## src/rtl/lanes_sched_pkg.sv

```systemverilog
// Shared types and constants for the two-lane symbol scheduler.
// Generation encodings, symbol lengths and the idle symbol live here.
package lanes_sched_pkg;

    typedef enum logic [1:0] {
        ST_OFF,
        ST_START,
        ST_RUN,
        ST_DRAIN
    } state_e;

    localparam logic [1:0] GEN4     = 2'b00;
    localparam logic [1:0] GEN2     = 2'b01;
    localparam logic [1:0] GEN3     = 2'b10;
    localparam logic [1:0] GEN_RSVD = 2'b11;

    localparam logic [7:0] GEN2_LEN  = 8'd66;
    localparam logic [7:0] GEN34_LEN = 8'd132;

    localparam int SYM_MAX = 132;
    localparam logic [SYM_MAX-1:0] IDLE_SYM = '0;

    // Reserved speed runs at the long symbol length; the error flag is raised elsewhere.
    function automatic logic [7:0] sym_len(input logic [1:0] gen);
        logic [7:0] len;
        case (gen)
            GEN2:                  len = GEN2_LEN;
            GEN3, GEN4, GEN_RSVD:  len = GEN34_LEN;
            default:               len = GEN34_LEN;
        endcase
        return len;
    endfunction

endpackage

```

## src/rtl/lanes_sym_fifo.sv

```systemverilog
// Two-entry FIFO holding lane-pair symbols between the encoder and the scheduler.
// ready is registered and reports not-full after the current edge.
module lanes_sym_fifo #(
    parameter int DW = 264
) (
    input  logic          clk,
    input  logic          rst,
    input  logic          push,
    input  logic [DW-1:0] wr_data,
    input  logic          pop,
    output logic [DW-1:0] rd_data,
    output logic          empty,
    output logic          ready
);

    logic [DW-1:0] mem [2];
    logic          wr_ptr;
    logic          rd_ptr;
    logic [1:0]    count;
    logic [1:0]    count_next;

    assign count_next = count + {1'b0, push} - {1'b0, pop};

    // NOTE: sequential state uses <= so every register samples pre-edge values.
    always_ff @(posedge clk) begin
        if (rst) begin
            wr_ptr <= 1'b0;
            rd_ptr <= 1'b0;
            count  <= 2'd0;
            ready  <= 1'b1;
        end else begin
            if (push) wr_ptr <= ~wr_ptr;
            if (pop)  rd_ptr <= ~rd_ptr;
            count <= count_next;
            ready <= (count_next != 2'd2);
        end
    end

    // NOTE: storage is not reset; count alone decides what is valid.
    always_ff @(posedge clk) begin
        if (push) mem[wr_ptr] <= wr_data;
    end

    assign rd_data = mem[rd_ptr];
    assign empty   = (count == 2'd0);

endmodule

```

## src/rtl/lanes_tx_rx_sched.sv

```systemverilog
// Symbol scheduler and enable sequencer for the two-lane serializer/deserializer.
// Loads symbols at boundaries, inserts idles on underrun, drains on stop or speed change.
module lanes_tx_rx_sched
    import lanes_sched_pkg::*;
#(
    parameter int WIDTH      = 132,
    parameter int UNDERRUN_W = 16
) (
    input  logic                  clk,
    input  logic                  rst,
    input  logic                  link_en,
    input  logic [1:0]            gen_speed,
    input  logic                  in_valid,
    output logic                  in_ready,
    input  logic [WIDTH-1:0]      in_lane_0,
    input  logic [WIDTH-1:0]      in_lane_1,
    output logic                  enable_ser,
    output logic                  enable_deser,
    output logic [WIDTH-1:0]      lane_0_tx_parallel,
    output logic [WIDTH-1:0]      lane_1_tx_parallel,
    output logic                  sym_tick,
    output logic [1:0]            active_gen,
    output logic                  gen_err,
    output logic [UNDERRUN_W-1:0] underrun_cnt
);

    state_e             state;
    state_e             state_next;
    logic [7:0]         bit_cnt;
    logic               last_bit;
    logic               counting;
    logic               load;
    logic [1:0]         load_gen;
    logic [WIDTH-1:0]   sym_mask;
    logic [2*WIDTH-1:0] head;
    logic               fifo_empty;
    logic               push;
    logic               pop;
    logic [WIDTH-1:0]   next_0;
    logic [WIDTH-1:0]   next_1;

    assign counting = (state == ST_RUN) || (state == ST_DRAIN);
    assign last_bit = counting && (bit_cnt == sym_len(active_gen) - 8'd1);
    assign sym_tick = last_bit;

    assign push = in_valid && in_ready;
    assign pop  = load && !fifo_empty;

    lanes_sym_fifo #(.DW(2 * WIDTH)) u_fifo (
        .clk     (clk),
        .rst     (rst),
        .push    (push),
        .wr_data ({in_lane_1, in_lane_0}),
        .pop     (pop),
        .rd_data (head),
        .empty   (fifo_empty),
        .ready   (in_ready)
    );

    // NOTE: every output of this block gets a default first so no latch is inferred.
    always_comb begin
        state_next = state;
        load       = 1'b0;
        load_gen   = active_gen;
        case (state)
            ST_OFF: if (link_en) state_next = ST_START;
            ST_START: begin
                load       = 1'b1;
                load_gen   = gen_speed;
                state_next = ST_RUN;
            end
            ST_RUN: begin
                load = last_bit;
                if (!link_en || gen_speed != active_gen) state_next = ST_DRAIN;
            end
            ST_DRAIN: if (last_bit) state_next = link_en ? ST_START : ST_OFF;
            default: state_next = ST_OFF;
        endcase
    end

    // Bits beyond the symbol length of the generation being loaded are forced to zero.
    always_comb begin
        sym_mask = '0;
        for (int i = 0; i < WIDTH; i++) sym_mask[i] = (i < int'(sym_len(load_gen)));
        next_0 = (fifo_empty ? IDLE_SYM[WIDTH-1:0] : head[WIDTH-1:0]) & sym_mask;
        next_1 = (fifo_empty ? IDLE_SYM[WIDTH-1:0] : head[2*WIDTH-1:WIDTH]) & sym_mask;
    end

    always_ff @(posedge clk) begin
        if (rst) begin
            state              <= ST_OFF;
            bit_cnt            <= 8'd0;
            active_gen         <= GEN3;
            enable_ser         <= 1'b0;
            enable_deser       <= 1'b0;
            gen_err            <= 1'b0;
            underrun_cnt       <= '0;
            lane_0_tx_parallel <= '0;
            lane_1_tx_parallel <= '0;
        end else begin
            state        <= state_next;
            enable_ser   <= (state_next == ST_RUN) || (state_next == ST_DRAIN);
            enable_deser <= enable_ser;

            if (counting && !last_bit) bit_cnt <= bit_cnt + 8'd1;
            else                       bit_cnt <= 8'd0;

            if (state == ST_START) begin
                active_gen <= gen_speed;
                if (gen_speed == GEN_RSVD) gen_err <= 1'b1;
            end

            if (load) begin
                lane_0_tx_parallel <= next_0;
                lane_1_tx_parallel <= next_1;
                // Idles inserted at the START load are not underruns.
                if (fifo_empty && state == ST_RUN && underrun_cnt != '1)
                    underrun_cnt <= underrun_cnt + 1'b1;
            end
        end
    end

endmodule

```

## config.mk

```make
export PLATFORM = sky130hd
export DESIGN_NAME = lanes_tx_rx_sched
export DESIGN_NICKNAME = d
export VERILOG_FILES = /design/src/rtl/lanes_sched_pkg.sv /design/src/rtl/lanes_sym_fifo.sv /design/src/rtl/lanes_tx_rx_sched.sv
export SDC_FILE = /design/constraint.sdc
export NUM_CORES = 1
export LEC_CHECK = 0
export BUFFER_PORTS_ARGS = -buffer_cell sky130_fd_sc_hd__buf_2
export CORE_UTILIZATION = 60
export DETAILED_ROUTE_END_ITERATION = 8
export GPL_TIMING_DRIVEN = 0
export HOLD_SLACK_MARGIN = 0.06
export PLACE_DENSITY = 0.89
export REMOVE_ABC_BUFFERS = 1
export SLEW_MARGIN = 0
export SYNTH_ARGS = -nofsm -noshare
export SYNTH_HDL_FRONTEND = slang
export SYNTH_SLANG_ARGS = --single-unit
```

## constraint.sdc

```tcl
create_clock -name clk -period 42.2 [get_ports clk]
set_input_delay 12.66 -clock clk [delete_from_list [all_inputs] [get_ports clk]]
set_output_delay 12.66 -clock clk [all_outputs]
set_load 0.01 [all_outputs]
```

==> results of run 1 <==
==> registers in the layout (all words and copies together), names as in the netlist, named ones only <==
signal,flops
enable_ser,1
u_fifo.ready,1
u_fifo.count,2
active_gen,2
u_fifo.mem,528
state,1
lane_1_tx_parallel,132
gen_err,1
u_fifo.rd_ptr,1
u_fifo.wr_ptr,1
underrun_cnt,16
lane_0_tx_parallel,132
bit_cnt,8
enable_deser,1
==> power by group through the flow <==
stage / combinational, µW / clock, µW / sequential, µW
5_1_grt: 454 / 744 / 1030
2_1_floorplan: 218 / 0 / 1080
4_1_cts: 425 / 714 / 1020
3_3_place_gp: 355 / 0 / 1100
3_5_place_dp: 414 / 0 / 1030
6_report: 431 / 710 / 1020
==> final cells by class <==
class | count | area, µm²
sequential | 828 | 21900
fill | 2632 | 12400
multi-input combinational | 1210 | 7690
timing repair buffer | 606 | 3840
clock buffer | 126 | 2390
tap | 664 | 831
clock inverter | 22 | 208
antenna | 34 | 85.1
inverter | 9 | 41.3
==> worst max-delay path: cells and delay by family <==
family | cells | cell delay [ns]
AO/OA/AOI/OAI | 4 | 1.72
AND/OR/NAND/NOR | 1 | 0.19
buffers and inverters | 3 | 0.79
==> routing by layer <==
metal,share of wire,up-vias,GRT usage,routed length (µm)
li1,-,9183,-,-
met1,0.34,10400,0.343,28400
met2,0.49,1348,0.530,41500
met3,0.10,375,0.104,8680
met4,0.064,30,0.210,5340
met5,0.0024,-,0,199
==> cell usage in the layout, fill, tap and decap left out, types with 13 or more instances in the layout <==
cell,n
o21ai_1,64
clkbuf_8,13
buf_16,19
edfxtp_1,528
buf_2,556
clkbuf_1,29
nor2_1,19
diode_2,34
dfxtp_1,299
o21ai_0,204
nand2_1,275
buf_8,16
clkbuf_16,84
buf_12,14
mux2_2,268
nand3_1,276
==> path summary, 6_finish.rpt <==
path / startpoint / slack, ns / to
max: rst / 27.27 / lane_1_tx_parallel[75]
min: lane_1_tx_parallel[115] / 0.45 / lane_1_tx_parallel[115]
max reg2reg: enable_ser / 38.77 / lane_1_tx_parallel[108]
min reg2reg: lane_1_tx_parallel[115] / 0.45 / lane_1_tx_parallel[115]
==> through the flow <==
stage               instance area [µm²]  setup slack (ns)   util  power [µW]  hold WS (ns)
CTS                               36900             27.38  0.747        2160         0.449
global placement                  33200             10.80  0.672        1450         0.433
finish                            37000             27.27  0.749        2160         0.446
global route                      36900             27.18  0.748        2230         0.468
detailed placement                34300             26.77  0.694        1450         0.438
floorplan                         29600             17.62      -        1300         0.449
==> logic make-up after synthesis <==
group,synth area share
flip-flops,0.722
AO/OA/AOI/OAI,0.0533
AND/OR/NAND/NOR,0.0919
buffers and inverters,0.0248
adder cells (fa/ha/maj),0.00331
XOR/XNOR,0.00318
multiplexers,0.101
==> results.ini, run 1 <==
[placed_design]
dp.cells = 3317
io_buffers = 556
place.gp.congestion = 0.817
hpwl_um = 50000

[worst_setup_path]
crit_chain = buf_2 > o21ba_4 > o21ai_0 > a31oi_4 > buf_12 > buf_12 > nand3_1 > o21ai_0
crit_arrival_ns = 15.47
slowest_stage = o21ba_4
r2r_cells = 14
cp.required_ns = 42.74
end_kind = flip-flop
path_max_fanout = 41
crit_type = in2reg
critPathMaxStageDelay_ns = 0.76
startpoint_type = input port

[detailed_routing]
antenna_left = 0
viasPerCell = 6.10
wl_per_cell_um = 24.0
dr_total_vias = 21400
firstDrtPassIters = 7
drt_iter0_markers = 2009
wirelength_um = 84100
drc_errors = 0

[synth]
synth_cell_type_count = 45
synth_edf_count = 528
netlist_instances = 2204
ys_async_sr_fraction = 0
ys_warn_count = 0
synth_ff_type = edfxtp_1
yosysTopAreaCell = edfxtp_1
synthTopCellsByCount = edfxtp_1 (528), dfxtp_1 (300), nand3_1 (276), nand2_1 (275), mux2_2 (268)
synth.avg_cell_area_um2 = 13.7
yosysSeqAreaShare = 0.722
syn_area_um2 = 30300
ys_ff_latch = 828
synth_most_common_cell = edfxtp_1
synth_area_leaders = edfxtp_1 (52%), dfxtp_1 (20%), mux2_2 (10%)
yosysTopAreaCellShare = 0.524

[global_routing]
grt_pass1_vias = 21400
grt_max_degree = 142
grt-ovfl-total = 0
grt_usage = 0.317
grt_pass1_wl_um = 123000
antenna_found_initial = 46

[sta]
max_slew.worst_pin.slew_ns = 0.924
rsz0062_at_grt = no
max_freq_mhz = 67.0
slew_headroom = 0.384
fin_setup_tns_ns = 0
period_needed_ns = 14.93
fin_crit_sh = 0.354
drv_slew = 0
hold_violations = 0
setup_viol = 0
fin_worst_skew_ns = 0.0284

[clock_network]
h-tree-depth = 3
cts_resized = 0
cts_root_buffer = clkbuf_16
cts.sinks = 828
clk_latency_ns = 0.62
post_cts.repair.setup_buffers = 0
cts_tree = yes
clkSlewWorstSetupHoldPaths_ns = 0.07
cts_buffers = 79
clk_path_buf_depth = 3
cts_hold_buf = 0

[min_path]
hold_depth = 2
hold_class = reg2reg

[power]
leakagePower_uw = 0.0138
pwr-share-clk = 0.328
p_switching_uw = 612
seq_power_share = 0.473
p_comb_frac = 0.199
p_per_area_nw_per_um2 = 58.6
vdd_ir_drop_max_mv = 0.0607
internal-power_uw = 1550
p_sw_frac = 0.283

[die]
core_um2 = 49400
num_rows = 81
io-pin-count = 557
die_y_um = 227
die_x_um = 227
die-area_um2 = 51400
initial_core_util = 0.613

[layout]
area_delta_synth_final_pct = 22.1
fin_cells = 3499
drive_above_1_share = 0.357
nets = 3012

[status]
status = completed

[flow_run]
max_cap_violations = 0

No activity file was read; power rests on OpenSTA's default activity.
==> inputs of run 2 (changes only) <==
- CORE_UTILIZATION: 60 -> 55
- PLACE_DENSITY: 0.89 -> 0.83
- clock period: 42.2 -> 15.5 ns (I/O delays scaled with it)
==> run 2 against run 1 <==
Global-route usage shrank 5.2 points; clock skew down 0.0054 ns; combinational power grew to 2.7 times the previous value; final area increased by 0.23%; non-clock buffer count is 1 lower; wire length is 9.7% lower; utilization decreased by 6.5 points; via count fell by 4.7%; largest cell class unchanged.
==> results.ini, run 2 (synthesized netlist as in run 1, its figures left out) <==
[status]
status = completed

[sta]
hold_violations = 0
max_slew.worst_pin.slew_ns = 0.954
fin_setup_tns_ns = 0
drv_slew = 0
rsz0062_at_grt = no
slew_headroom = 0.363
setup_viol = 0
setup_ws_ns = 8.75
fin_worst_skew_ns = 0.0229
finalHoldWorstSlack_ns = 0.446
fin_crit_sh = 0.436
max_freq_mhz = 148
period_needed_ns = 6.75

[power]
p_comb_frac = 0.198
vdd_ir_drop_max_mv = 0.135
internal-power_uw = 4210
p_per_area_nw_per_um2 = 158
p_total_uw = 5850
p_switching_uw = 1630
pwr-share-clk = 0.328
seq_power_share = 0.474
leakagePower_uw = 0.0138
p_sw_frac = 0.279

[detailed_routing]
wl_per_cell_um = 21.5
viasPerCell = 5.76
firstDrtPassIters = 5
drc_errors = 0
wirelength_um = 76000
antenna_left = 0
drt_iter0_markers = 1567
dr_total_vias = 20400

[clock_network]
h-tree-depth = 3
cts_hold_buf = 0
cts_root_buffer = clkbuf_16
cts.sinks = 828
cts_resized = 0
clkSlewWorstSetupHoldPaths_ns = 0.06
clk_latency_ns = 0.62
clk_path_buf_depth = 3
post_cts.repair.setup_buffers = 0
cts_buffers = 81
cts_tree = yes

[layout]
final_cell_area_um2 = 37000
largest_register_ffs = 528
reg.largest.list = u_fifo.mem: 528 flops, lane_0_tx_parallel: 132 flops, lane_1_tx_parallel: 132 flops
area_delta_synth_final_pct = 22.3
drive_above_1_share = 0.357
final_common_cell = buf_2
fillers = 3471
layout_common_cells = buf_2 (556), edfxtp_1 (528), dfxtp_1 (299)
multi_input_area_um2 = 7690
top_register = u_fifo.mem
nets = 3013
regArea_um2 = 21900

[worst_setup_path]
end_kind = output port
cp.required_ns = 10.85
startpoint_type = flip-flop
worst-r2r-setup-slack_ns = 12.27
crit_arrival_ns = 2.10
path_max_fanout = 4
crit_type = reg2out

[global_routing]
antenna_found_initial = 36
grt_pass1_vias = 20700
grt_pass1_wl_um = 115000
grt_max_degree = 122
grt-ovfl-total = 0
grt_usage = 0.264

[placed_design]
hpwl_um = 48300
dp_slack_ns = 8.22
io_buffers = 556
dpl_cell_area_um2 = 34400
place.gp.congestion = 0.820

[die]
io-pin-count = 557
initial_core_util = 0.559
die-area_um2 = 56000
num_rows = 85
core_um2 = 54100
die_y_um = 237
die_x_um = 237

[min_path]
hold_class = reg2reg

[flow_run]
max_cap_violations = 0

==> run 2: through the flow <==
step / instances / utilization
2_1_floorplan: 2047 / -
3_3_place_gp: 3299 / 0.613
3_5_place_dp: 3348 / 0.635
4_1_cts: 3499 / 0.682
5_1_grt: 3522 / 0.684
6_report: 3535 / 0.684
==> run 2: final cells by class <==
| cell class | instances | area share |
|---|---|---|
| Antenna cell | 36 | 0.00243 |
| Clock buffer | 116 | 0.0610 |
| Clock inverter | 35 | 0.00882 |
| Inverter | 9 | 0.00111 |
| Multi-Input combinational cell | 1210 | 0.208 |
| Sequential cell | 828 | 0.590 |
| Tap cell | 696 | 0.0235 |
| Timing Repair Buffer | 605 | 0.105 |
==> run 2: path summary, 6_finish.rpt <==
path	endpoint	depth (start not counted)	startpoint
max reg2reg	lane_1_tx_parallel[14]	12	enable_ser
max	sym_tick	5	active_gen[1]
min reg2reg	lane_1_tx_parallel[125]	2	lane_1_tx_parallel[125]
min	lane_1_tx_parallel[125]	2	lane_1_tx_parallel[125]
==> run 2: routing by layer <==
| metal | routed length, µm | vias up | track usage |
|---|---|---|---|
| met3 | 6750 | 229 | 0.0843 |
| met2 | 37500 | 960 | 0.440 |
| met5 | 80 | - | 0 |
| met1 | 28100 | 9980 | 0.306 |
| li1 | - | 9175 | - |
| met4 | 3550 | 12 | 0.138 |
==> run 2: power groups by stage <==
stage          combinational, µW  clock, µW  sequential, µW
4_1_cts                     1150       1940            2770
5_1_grt                     1230       2020            2790
2_1_floorplan                595          0            2940
6_report                    1160       1920            2770
3_5_place_dp                1140          0            2810
3_3_place_gp                 978          0            3000
==> run 2: worst max-delay path: stages (launching register included) <==
cell and delay (ns):
dfxtp_1 0.40, nand2b_1 0.17, mux2i_1 0.46, nor2_1 0.16, o21a_1 0.16, buf_2 0.14
==> inputs of run 3 (changes only) <==
- CORE_UTILIZATION: 55 -> 50
- PLACE_DENSITY: 0.83 -> 0.8
- clock period: 15.5 -> 5.5 ns (I/O delays scaled with it)
==> run 3 against run 2 <==
Combinational power grew to 2.8 times the previous value; utilization shrank 5.6 points; wire length is 3.1% lower; critical endpoint is now lane_1_tx_parallel[122]; clock power grew to 3.0 times the previous value; largest cell class unchanged; via count shrank 2.6%; register-to-register slack worse by 9.9 ns; critical path type is now in2reg.
==> results.ini, run 3 (synthesized netlist as in run 1, its figures left out) <==
[sta]
rsz0062_at_grt = no
hold_violations = 0
max_slew.worst_pin.slew_ns = 0.948
fin_crit_sh = 0.698
period_needed_ns = 3.84
setup_ws_ns = 1.66
finalHoldWorstSlack_ns = 0.445
max_freq_mhz = 261
slew_headroom = 0.364
setup_viol = 0
drv_slew = 0
fin_worst_skew_ns = 0.0284

[power]
p_sw_frac = 0.275
vdd_ir_drop_max_mv = 0.326
leakagePower_uw = 0.0139
internal-power_uw = 12200
p_per_area_nw_per_um2 = 450
p_comb_frac = 0.191
seq_power_share = 0.466
pwr-share-clk = 0.344
p_switching_uw = 4620

[detailed_routing]
wirelength_um = 73600
viasPerCell = 5.50
drt_iter0_markers = 1508
dr_total_vias = 19800
drc_errors = 0
firstDrtPassIters = 5
antenna_left = 0
wl_per_cell_um = 20.4

[worst_setup_path]
worst-r2r-setup-slack_ns = 2.39
r2r-end = lane_1_tx_parallel[35]
startpoint_type = input port
r2r_cells = 13
rr_startpoint = enable_ser
crit_arrival_ns = 4.39
end_kind = flip-flop
path_max_fanout = 31
crit_type = in2reg
cp.required_ns = 6.05

[placed_design]
io_buffers = 556
dp.cells = 3427
dp_slack_ns = 1.05
hpwl_um = 47900
place.gp.congestion = 0.806

[layout]
layout_common_cells = buf_2 (556), edfxtp_1 (528), dfxtp_1 (299)
largest_register_ffs = 528
fin_util = 0.628
nets = 3016
final_common_cell = buf_2
fillers = 4247
regArea_um2 = 21900
reg.largest.list = u_fifo.mem: 528 flops, lane_0_tx_parallel: 132 flops, lane_1_tx_parallel: 132 flops
fin_cells = 3605
top_register = u_fifo.mem
area_delta_synth_final_pct = 23.3
multi_input_area_um2 = 7690
drive_above_1_share = 0.360

[clock_network]
cts_hold_buf = 0
clk_path_buf_depth = 3
cts_root_buffer = clkbuf_16
cts_buffers = 82
clk_latency_ns = 0.62
h-tree-depth = 3
cts_tree = yes
post_cts.repair.setup_buffers = 0
cts_resized = 0
cts.sinks = 828
clkSlewWorstSetupHoldPaths_ns = 0.06

[die]
initial_core_util = 0.509
core_um2 = 59500
io-pin-count = 557
die_y_um = 248
die-area_um2 = 61500
die_x_um = 248
num_rows = 89

[global_routing]
grt_pass1_vias = 19900
grt_max_degree = 145
grt_pass1_wl_um = 110000
antenna_found_initial = 26
grt-ovfl-total = 0
grt_usage = 0.230

[min_path]
whs_endpoint = lane_0_tx_parallel[91]
hold_start = lane_0_tx_parallel[91]
hold_depth = 2
hold_class = reg2reg

[flow_run]
max_cap_violations = 0

[status]
status = completed

## run 3: critical path, cell delays in order
cell and delay, ns:
buf_2 0.31, o21ba_4 0.59, o21ai_0 0.24, a31oi_4 0.55, buf_12 0.26, buf_16 0.18, buf_12 0.20, nand3_1 0.20
o21ai_1 0.13
## run 3: worst max path at each step
stage / slack, ns / cells past startpoint / from / endpoint
detailed placement: 1.05 / 9 / rst / lane_1_tx_parallel[122]
global route: 1.62 / 9 / rst / lane_1_tx_parallel[100]
finish: 1.66 / 9 / rst / lane_1_tx_parallel[122]
global placement: -15.41 / 3 / in_valid / u_fifo.mem[0][223]
floorplan: -8.07 / 2 / in_valid / u_fifo.mem[0][0]
CTS: 1.71 / 9 / rst / lane_1_tx_parallel[122]
## run 3: final cells by class
class | count | area share
tap | 773 | 0.0259
clock inverter | 33 | 0.0129
sequential | 828 | 0.586
clock buffer | 120 | 0.0631
antenna | 25 | 0.00168
multi-input combinational | 1210 | 0.206
timing repair buffer | 607 | 0.103
inverter | 9 | 0.00111
## run 3: through the flow
step	total power [µW]	instance area, µm²	TNS [ns]
5_1_grt	17400	37300	0
6_report	16800	37300	0
3_5_place_dp	11100	34400	0
3_3_place_gp	10700	33300	-8509.36
4_1_cts	16900	37300	0
2_1_floorplan	9960	29600	-4088.38
## run 3: per-layer routing
metal  wire (µm)  GRT usage  part of all wire
met5          70          0           0.00095
met4        2710      0.106             0.037
met3        5970     0.0628             0.081
met2       37000      0.391              0.50
met1       27800      0.271              0.38
## run 3: power groups by stage
| stage | Sequential [µW] | Combinational [µW] | Clock, µW |
|---|---|---|---|
| after global placement | 8160 | 2570 | 0 |
| after floorplan | 8290 | 1680 | 0 |
| after global routing | 7890 | 3440 | 6090 |
| after detailed placement | 7940 | 3180 | 0 |
| final | 7820 | 3200 | 5770 |
| after CTS | 7820 | 3210 | 5870 |
